$ cat src/rtl/apb_controller.sv
// AHB-to-APB bridge state machine: turns the AHB slave's decoded, pipelined
// transfer information into APB setup/enable phases and returns ready/data.
module apb_controller #(
    parameter int ADDR_W = 32,
    parameter int DATA_W = 32,
    parameter int NSLV   = 3
) (
    input  logic              Hclk,
    input  logic              Hreset,
    input  logic              Valid,
    input  logic              Hwrite,
    input  logic              Hwrite_reg,
    input  logic [ADDR_W-1:0] Haddr,
    input  logic [ADDR_W-1:0] Haddr1,
    input  logic [ADDR_W-1:0] Haddr2,
    input  logic [DATA_W-1:0] Hwdata,
    input  logic [DATA_W-1:0] Hdata1,
    input  logic [NSLV-1:0]   Tempselx,
    input  logic [DATA_W-1:0] Prdata,
    output logic [NSLV-1:0]   Pselx,
    output logic              Penable,
    output logic              Pwrite,
    output logic [ADDR_W-1:0] Paddr,
    output logic [DATA_W-1:0] Pwdata,
    output logic              Hreadyout,
    output logic [DATA_W-1:0] Hrdata
);

    typedef enum logic [2:0] {
        ST_IDLE,
        ST_WWAIT,
        ST_WRITE,
        ST_WRITEP,
        ST_WENABLE,
        ST_WENABLEP,
        ST_READ,
        ST_RENABLE
    } state_t;

    state_t            r_state, w_state_nxt;
    logic [NSLV-1:0]   r_psel, w_psel_nxt;
    logic [NSLV-1:0]   r_sel_wwait, w_sel_wwait_nxt;
    logic [NSLV-1:0]   r_tempsel_d;
    logic              r_penable, w_penable_nxt;
    logic              r_pwrite, w_pwrite_nxt;
    logic              r_hready, w_hready_nxt;
    logic [ADDR_W-1:0] r_paddr, w_paddr_nxt;
    logic [DATA_W-1:0] r_pwdata, w_pwdata_nxt;
    logic              w_mapped;
    logic              w_valid;

    // A transfer with no peripheral selected is unmapped and never starts a setup.
    assign w_mapped = |Tempselx;
    assign w_valid  = Valid && w_mapped;

    always_comb begin
        w_state_nxt     = r_state;
        w_psel_nxt      = r_psel;
        w_sel_wwait_nxt = r_sel_wwait;
        w_pwrite_nxt    = r_pwrite;
        w_paddr_nxt     = r_paddr;
        w_pwdata_nxt    = r_pwdata;

        case (r_state)
            ST_IDLE, ST_WENABLE, ST_RENABLE: begin
                w_psel_nxt  = '0;
                w_state_nxt = ST_IDLE;
                if (w_valid && !Hwrite) begin
                    w_state_nxt  = ST_READ;
                    w_paddr_nxt  = Haddr;
                    w_pwrite_nxt = 1'b0;
                    w_psel_nxt   = Tempselx;
                end else if (w_valid && Hwrite) begin
                    w_state_nxt     = ST_WWAIT;
                    w_sel_wwait_nxt = Tempselx;
                end
            end
            ST_WWAIT: begin
                w_state_nxt  = w_valid ? ST_WRITEP : ST_WRITE;
                w_paddr_nxt  = Haddr1;
                w_pwdata_nxt = Hwdata;
                w_pwrite_nxt = 1'b1;
                w_psel_nxt   = r_sel_wwait;
            end
            ST_WRITE:  w_state_nxt = ST_WENABLE;
            ST_WRITEP: w_state_nxt = ST_WENABLEP;
            ST_READ:   w_state_nxt = ST_RENABLE;
            ST_WENABLEP: begin
                // The queued write's address/data are now two/one cycles old;
                // a missing select abandons it rather than issue an unselected setup.
                w_psel_nxt  = '0;
                w_state_nxt = ST_IDLE;
                if (!Hwrite_reg) begin
                    if (w_mapped) begin
                        w_state_nxt  = ST_READ;
                        w_paddr_nxt  = Haddr;
                        w_pwrite_nxt = 1'b0;
                        w_psel_nxt   = Tempselx;
                    end
                end else if (|r_tempsel_d) begin
                    w_state_nxt  = w_valid ? ST_WRITEP : ST_WRITE;
                    w_paddr_nxt  = Haddr2;
                    w_pwdata_nxt = Hdata1;
                    w_pwrite_nxt = 1'b1;
                    w_psel_nxt   = r_tempsel_d;
                end
            end
            default: begin
                w_state_nxt = ST_IDLE;
                w_psel_nxt  = '0;
            end
        endcase

        w_penable_nxt = 1'b0;
        w_hready_nxt  = 1'b1;
        case (w_state_nxt)
            ST_WENABLE, ST_WENABLEP, ST_RENABLE: w_penable_nxt = 1'b1;
            ST_WRITE, ST_WRITEP, ST_READ:        w_hready_nxt  = 1'b0;
            default: begin
                w_penable_nxt = 1'b0;
                w_hready_nxt  = 1'b1;
            end
        endcase
    end

    always_ff @(posedge Hclk) begin
        if (Hreset) begin
            r_state     <= ST_IDLE;
            r_psel      <= '0;
            r_sel_wwait <= '0;
            r_tempsel_d <= '0;
            r_penable   <= 1'b0;
            r_pwrite    <= 1'b0;
            r_paddr     <= '0;
            r_pwdata    <= '0;
            r_hready    <= 1'b1;
        end else begin
            r_state     <= w_state_nxt;
            r_psel      <= w_psel_nxt;
            r_sel_wwait <= w_sel_wwait_nxt;
            r_tempsel_d <= Tempselx;
            r_penable   <= w_penable_nxt;
            r_pwrite    <= w_pwrite_nxt;
            r_paddr     <= w_paddr_nxt;
            r_pwdata    <= w_pwdata_nxt;
            r_hready    <= w_hready_nxt;
        end
    end

    assign Pselx     = r_psel;
    assign Penable   = r_penable;
    assign Pwrite    = r_pwrite;
    assign Paddr     = r_paddr;
    assign Pwdata    = r_pwdata;
    assign Hreadyout = r_hready;
    assign Hrdata    = Prdata;

endmodule

$ cat config.mk
export PLATFORM = sky130hd
export DESIGN_NAME = apb_controller
export DESIGN_NICKNAME = d
export VERILOG_FILES = /design/src/rtl/apb_controller.sv
export SDC_FILE = /design/constraint.sdc
export NUM_CORES = 1
export LEC_CHECK = 0
export CORE_AREA = 2 2 117 119
export DETAILED_ROUTE_END_ITERATION = 7
export DIE_AREA = 0 0 119 121
export PLACE_DENSITY = 0.8
export SYNTH_ARGS = -nofsm -noshare
export SYNTH_HDL_FRONTEND = slang
export SYNTH_SLANG_ARGS = --single-unit
$ cat constraint.sdc
create_clock -name Hclk -period 2.1 [get_ports Hclk]
set_input_delay 0.315 -clock Hclk [delete_from_list [all_inputs] [get_ports Hclk]]
set_output_delay 0.315 -clock Hclk [all_outputs]
set_load 0.02 [all_outputs]
## Word level (Yosys, flattened, before mapping)

Cells that the tools add are included.

- Register bits: 79
- Output and inout port bits: 102
- Logic and storage cells: 70

- Equality and inequality tests: 18
- Muxes and demuxes: 27
- Bitwise operators: 1
- Reduce and logical (&&, ||, !) cells: 15

Operator list:

| cell | number |
|---|---|
| 32-bit 2-to-1 mux | 6 |
| 32-bit case mux with 3 select lines | 1 |
| 32-bit case mux with 2 select lines | 1 |
| 3-bit == test (second input constant) | 8 |
| 3-bit 2-to-1 mux | 7 |
| 3-bit case mux with 6 select lines | 1 |
| 3-bit OR reduction | 5 |
| 3-bit by 2-bit == test with 1-bit output (second input constant) | 4 |
| 3-bit case mux with 3 select lines | 1 |
| 1-bit 2-to-1 mux | 8 |
| 2-bit inequality test (second input constant) | 3 |
| 3-bit inequality test (second input constant) | 2 |
| 3-bit AND reduction | 2 |
| 4-bit AND reduction | 1 |
| 3-bit by 1-bit == test with 1-bit output (second input constant) | 1 |
| 1-bit logical AND | 3 |
| 3-bit logical NOT | 1 |
| 1-bit case mux with 3 select lines | 1 |
| 3-bit nonzero test | 1 |
| 2-bit 2-to-1 mux | 1 |
| 2-bit nonzero test | 1 |
| 1-bit logical NOT | 1 |
| 1-bit NOT | 1 |

## Logic depth before layout (Yosys ltp)

Gate-level depths: netlist of the first run.

- Depth in word-level cells: 9
- Depth in mapped cells: 8

## Worst setup path before layout of the first run

Ideal clock, no wire load.

- Path type: input to register
- Start point: in Tempselx[0]
- End point: reg r_paddr[21], in the netlist Paddr[21]
- Setup time: 0.121 ns
- Data arrival time: 1.762 ns
- Data required time: 1.979 ns
- Path slack: 0.217 ns
- Stages on the path: 6
- Path buffers: 2
- Cells stage by stage: buf_2 -> o31ai_2 -> nor2_2 -> a221oi_4 -> buf_6 -> mux2_4

- Longest elaborated chain between the ends: 5

Ends and longest elaborated chain:

| item | line | text |
|---|---|---|
| start, declared | 18 | `input logic [NSLV-1:0] Tempselx,` |
| 3-bit OR reduction * | 53 | `assign w_mapped = \|Tempselx;` |
| 1-bit logical AND | 54 | `assign w_valid = Valid && w_mapped;` |
| 1-bit logical AND | 68 | `if (w_valid && !Hwrite) begin` |
| 2-bit inequality test (no line) | - |  |
| 4-bit AND reduction (no line) * | - |  |
| end signal, assigned | 144 | `r_paddr <= w_paddr_nxt;` |
| end, declared | 47 | `logic [ADDR_W-1:0] r_paddr, w_paddr_nxt;` |

Mark *: on every way between the ends. The rest lies on a longest branch, timed or not.
A chain may end at the register's enable or synchronous reset.

## Final worst setup path of the first run

- Start point: reg r_state[1]
- End point: reg r_paddr[11], in the netlist Paddr[11]

- Longest elaborated chain between the ends: 4

Ends and longest elaborated chain:

| item | line | text |
|---|---|---|
| start, declared | 40 | `state_t r_state, w_state_nxt;` |
| start signal, assigned | 138 | `r_state <= w_state_nxt;` |
| 3-bit == test / 3-bit logical NOT (equally long branches) | 64 | `case (r_state)` |
| 3-bit OR reduction | 64 |  |
| 2-bit inequality test (no line) / 3-bit nonzero test (equally long branches) | - |  |
| 4-bit AND reduction (no line) | - |  |

Parallel ways exist; a longest one is shown, timed or not.

==> impl_metrics.py, run 1 <==
metrics = {
    "timing": {
        "worst_slew_pin_slew_ns": 0.870,
        "slew_violations": 0,
        "period_minus_slack_ns": 1.98,
        "setup_slack_ns": 0.116,
        "hold_violations": 0,
        "rsz0062_at_grt": "false",
        "fin_skew_ns": 0.00789,
        "slew_headroom": 0.420,
        "setup_viol": 0,
        "fmax_ghz": 0.504,
        "period_share": 0.945,
    },
    "floorplanning": {
        "die_area_mm2": 0.0144,
        "coreArea_mm2": 0.0131,
        "io_pins": 302,
        "rows": 42,
        "start_util": 0.366,
        "die_y_um": 121,
        "fp.dieW_um": 119,
    },
    "clock_network": {
        "clk_latency_ns": 0.33,
        "cts_root_buf": "clkbuf_16",
        "cts_tree": "built",
        "cts_buffers": 9,
        "cts.clk_slew.worst_paths_ns": 0.06,
        "h-tree-depth": 3,
        "clock_path_buffers": 2,
        "clock-sinks": 79,
    },
    "power": {
        "internal-power_uw": 3450,
        "clock_power_share": 0.325,
        "power_frac_seq": 0.357,
        "p_leak_uw": 0.00272,
        "p_per_area_mw_per_mm2": 645,
        "p_comb_frac": 0.318,
        "p_sw_uw": 1380,
        "vdd_drop_max_v": 0.000323,
        "switching_share": 0.286,
    },
    "synth": {
        "yosysWarnings": 0,
        "synth_ff_type": "dfxtp_1",
        "synth.distinct_cells": 50,
        "syn_inst": 565,
        "netlist_area_mm2": 0.00479,
        "ys_seq_area_frac": 0.330,
        "async_reset_ff_frac": 0,
        "synth_edf_count": 0,
        "ys_seq_elements": 79,
        "synth_fp_nets": 765,
        "syn_avg_cell_area_um2": 8.48,
    },
    "routing": {
        "antenna_left": 0,
        "vias": 5043,
        "wl_per_cell_um": 17.8,
        "drt-total-wl_um": 16500,
        "drt_iter0_drc": 293,
        "drc_errors": 0,
        "dr.pass1.iters": 5,
        "drt-vias-per-instance": 5.45,
    },
    "global_routing": {
        "antenna_found_initial": 2,
        "grt_pass1_wl_um": 25900,
        "grt_use_total": 0.223,
        "grt_pass1_vias": 5120,
        "grt_overflow_total": 0,
        "grt_start_max_net_pins": 89,
    },
    "worst_setup_path": {
        "cp_data_arrival_time_ns": 2.24,
        "crit_path_end_kind": "flip-flop",
        "path_class": "flip-flop to flip-flop",
        "start_kind": "flip-flop",
        "cp_max_fo": 19,
        "crit_required_ns": 2.36,
    },
    "placed_design": {
        "io_buffers": 237,
        "place.gp.congestion": 0.883,
        "dp_hpwl_um": 11800,
        "post-place-cells": 909,
        "place_ws_ns": -0.277,
    },
    "hold_path": {
        "worstHoldPathType": "flip-flop to flip-flop",
    },
    "layout": {
        "final_layout_size_suffix_gt1_frac": 0.110,
        "instances_no_fill": 926,
        "nFillCells": 1146,
        "area_growth_pct": 56.4,
        "final_core_util": 0.573,
        "nets": 944,
    },
    "outcome": {
        "outcome": "completed",
    },
    "run": {
        "maxCapViolations": 0,
    },
}
==> critical path, stage by stage, from the launching register on <==
cell,delay (ns)
dfxtp_1,0.59
buf_12,0.21
nand2b_1,0.28
buf_4,0.21
o21ai_0,0.09
a311o_1,0.38
mux2i_1,0.14
==> flip-flops by register name, summed over array words and instances (netlist names) <==
name,cells
Pselx,3
Pwrite,1
Pwdata,32
Hreadyout,1
r_state,3
r_tempsel_d,3
r_sel_wwait,3
Penable,1
Paddr,32
==> cells by family after synthesis <==
kind of cell | share of synthesized area
multiplexers | 0.0896
AO/OA/AOI/OAI | 0.224
flip-flops | 0.330
XOR/XNOR | 0.00183
AND/OR/NAND/NOR | 0.246
buffers and inverters | 0.109
==> cell usage after synthesis, drive strengths merged (4+ instances only) <==
master,instances,area (µm²)
a211oi,25,188
a21oi,8,40.0
a311o,7,70.1
a311oi,32,280
buf,53,359
clkbuf,42,159
dfxtp,79,1580
mux2,25,319
mux2i,11,110
nand2,38,143
nand2b,16,100
nand3,34,170
nand4bb,4,45.0
nor2,42,160
nor2b,29,181
o21ai,41,205
o22ai,26,163
or4b,7,70.1
or4bb,21,236
==> repair_timing <==
item / CTS / global route
hold buffers: 0 / 0
gates resized for setup: 0 / 4
buffers inserted: 0 / 0
endpoints found under the setup margin: 0 / 19
==> final timing paths <==
| kind | start | to | slack [ns] | cells past startpoint |
|---|---|---|---|---|
| worst max register to register | r_state[1] | Paddr[11] | 0.12 | 6 |
| worst min register to register | Paddr[9] | Paddr[9] | 0.48 | 2 |
| worst min-delay path | Paddr[9] | Paddr[9] | 0.48 | 2 |
| worst max-delay path | r_state[1] | Paddr[11] | 0.12 | 6 |
==> power groups by stage <==
stage	Sequential, µW	Clock, µW	Combinational [µW]
floorplan	1890	0	695
global placement	1750	0	1500
detailed placement	1760	0	1530
CTS	1730	1610	1540
global route	1740	1670	1630
finish	1730	1570	1540
==> routing by layer <==
layer	up-vias	GRT usage	share of wire
met3	33	0.0583	0.062
met4	0	0.0885	0.023
met2	203	0.391	0.50
met5	-	0	0
met1	2381	0.258	0.42
li1	2426	-	-
==> per-stage QoR <==
stage / hold slack [ns] / total power (µW) / TNS [ns] / instance area, µm²
3_5_place_dp: 0.470 / 3280 / -7.72 / 7170
3_3_place_gp: 0.461 / 3250 / -6.51 / 7170
6_report: 0.477 / 4830 / 0 / 7490
5_1_grt: 0.512 / 5050 / 0 / 7490
2_1_floorplan: 0.443 / 2580 / 0 / 4790
4_1_cts: 0.484 / 4870 / 0 / 7470
==> cell usage in the layout (no fill, tap or decap), drive strengths merged, types with 2 or more instances in the layout <==
cell and n:
mux2 25, a211oi 25, nor2 42, dlymetal6s2s 2
mux2i 11, a311oi 32, a221oi 2, a311o 7
o22ai 26, o21ai 41, nand2b 16, or4b 7
buf 28, nor2b 29, or4bb 21, clkbuf 12
nand2 38, diode 2, o31ai 2, a31oi 2
a21oi 8, nand3 34, nor4 2, nand4bb 4
clkdlybuf4s50 233, dfxtp 79
==> layout make-up <==
| cell class | count | area (µm²) | area share |
|---|---|---|---|
| antenna | 2 | 5.00 | 0.000668 |
| clock buffer | 12 | 256 | 0.0342 |
| clock inverter | 3 | 42.5 | 0.00568 |
| inverter | 1 | 3.75 | 0.000501 |
| multi-input combinational | 390 | 2720 | 0.362 |
| sequential | 79 | 1580 | 0.211 |
| tap | 176 | 220 | 0.0294 |
| timing repair buffer | 263 | 2670 | 0.356 |
(Power assumes the default switching activity.)
==> run 2: changes to the inputs <==
--- a/config.mk
+++ b/config.mk
@@ -9,6 +9,7 @@
 export DETAILED_ROUTE_END_ITERATION = 7
 export DIE_AREA = 0 0 119 121
 export PLACE_DENSITY = 0.8
+export REMOVE_ABC_BUFFERS = 1
 export SYNTH_ARGS = -nofsm -noshare
 export SYNTH_HDL_FRONTEND = slang
 export SYNTH_SLANG_ARGS = --single-unit
==> impl_metrics.py, run 2 (same netlist as run 1, synthesis figures left out) <==
metrics = {
    "outcome": {
        "outcome": "completed",
    },
    "clock_network": {
        "post-cts-setup-buffers": 0,
        "cts_root_buf": "clkbuf_16",
        "cts_buffers": 9,
        "cts.clk_slew.worst_paths_ns": 0.06,
        "clock-sinks": 79,
        "clk_latency_ns": 0.34,
        "clock_path_buffers": 2,
        "cts_tree": "built",
        "h-tree-depth": 3,
    },
    "global_routing": {
        "grt_use_total": 0.249,
        "grt_pass1_wl_um": 27900,
        "grt_pass1_vias": 5141,
        "grt_overflow_total": 0,
        "grt_start_max_net_pins": 84,
        "antenna_found_initial": 0,
    },
    "timing": {
        "tns_ns": 0,
        "hold_violations": 0,
        "slew_violations": 0,
        "slew_headroom": 0.441,
        "fmax_ghz": 0.501,
        "worst_slew_pin_slew_ns": 0.839,
        "timing.hold.ws_ns": 0.416,
        "setup_viol": 0,
        "rsz0062_at_grt": "false",
        "fin_skew_ns": 0.00685,
        "period_minus_slack_ns": 2.00,
        "setup_slack_ns": 0.104,
        "period_share": 0.950,
    },
    "layout": {
        "final_layout_size_suffix_gt1_frac": 0.110,
        "area_growth_pct": 55.6,
        "layout_commonest_cell": "clkdlybuf4s50_1",
        "diodes": 0,
        "nets": 942,
        "layout_common_cells": "clkdlybuf4s50_1 (234), dfxtp_1 (77), nor2_1 (41)",
    },
    "run": {
        "maxCapViolations": 0,
    },
    "routing": {
        "drc_errors": 0,
        "drt_iter0_drc": 362,
        "vias": 5095,
        "antenna_left": 0,
        "dr.pass1.iters": 5,
        "drt-total-wl_um": 18600,
        "wl_per_cell_um": 20.2,
        "drt-vias-per-instance": 5.53,
    },
    "hold_path": {
        "min_path_cells": 2,
        "hp-start": "Tempselx[2]",
        "worstHoldPathType": "primary input to flip-flop",
    },
    "power": {
        "p_leak_uw": 0.00270,
        "vdd_drop_max_v": 0.000304,
        "p_total_uw": 4790,
        "p_per_area_mw_per_mm2": 643,
    },
    "floorplanning": {
        "coreArea_mm2": 0.0131,
        "io_pins": 302,
        "fp.dieW_um": 119,
        "die_area_mm2": 0.0144,
        "start_util": 0.366,
        "rows": 42,
        "die_y_um": 121,
    },
    "worst_setup_path": {
        "start_kind": "primary input",
        "max_stage_delay_ns": 0.50,
        "startpoint": "Tempselx[1]",
        "worstRegToRegCells": 6,
        "cp_max_fo": 27,
        "critPathTopFamily": "buffers and inverters",
        "critPathSlowestCell": "clkdlybuf4s50_1",
        "cp.depth": 7,
        "crit_required_ns": 2.36,
        "crit_path_end_kind": "flip-flop",
        "r2r-start": "r_state[1]",
        "path_cells": "clkdlybuf4s50_1 > o311a_1 > o21a_1 > a221oi_4 > buf_12 > buf_4 > mux2i_1",
        "path_class": "primary input to flip-flop",
        "cp_data_arrival_time_ns": 2.25,
        "critPathBufInv": 3,
    },
    "placed_design": {
        "place.gp.congestion": 0.966,
        "dp_hpwl_um": 14000,
        "place_ws_ns": -0.299,
        "io_buffers": 237,
    },
}
==> run 2: cell type report <==
type	instances	area, µm²
fill	1172	5630
multi-input combinational	390	2730
timing repair buffer	261	2620
sequential	79	1580
clock buffer	12	256
tap	176	220
clock inverter	3	42.5
inverter	1	3.75
==> run 2: final timing paths <==
path               endpoint  slack (ns)
min          r_tempsel_d[2]        0.42
min reg2reg       Paddr[11]        0.48
max reg2reg       Paddr[26]        0.19
max                Paddr[5]        0.10
==> run 2: per-stage QoR <==
step	utilization	std cells	cell area [µm²]
CTS	0.568	922	7440
floorplan	-	470	4270
finish	0.570	922	7450
global route	0.570	922	7450
detailed placement	0.545	907	7130
global placement	0.545	907	7130
==> run 2: worst register-to-register path, stage by stage, from the launching register on <==
cell and delay, ns:
dfxtp_1 0.39, buf_4 0.20, nor2b_4 0.16, buf_4 0.42, o22ai_1 0.18, a211oi_1 0.31, mux2_4 0.21
==> run 2: per-layer routing <==
| layer | vias to the layer above | GRT usage | wire length, µm |
|---|---|---|---|
| met3 | 33 | 0.144 | 2560 |
| met1 | 2391 | 0.267 | 6820 |
| li1 | 2416 | - | - |
| met4 | 2 | 0.101 | 534 |
| met5 | - | 0.0551 | 105 |
| met2 | 253 | 0.397 | 8600 |
==> run 2: power breakdown <==
group	switching, µW	internal (µW)	leakage, µW
logic	699	817	0.00191
clock network	583	976	0.000145
registers	78.7	1640	0.000647
total	1360	3430	0.00270
==> run 2: repair_timing <==
item	4_1_cts	5_1_grt
resized for setup	1	4
endpoints found under the setup margin	28	52
endpoints found under the hold margin	0	0
pin swaps	0	0
hold buffers	0	0
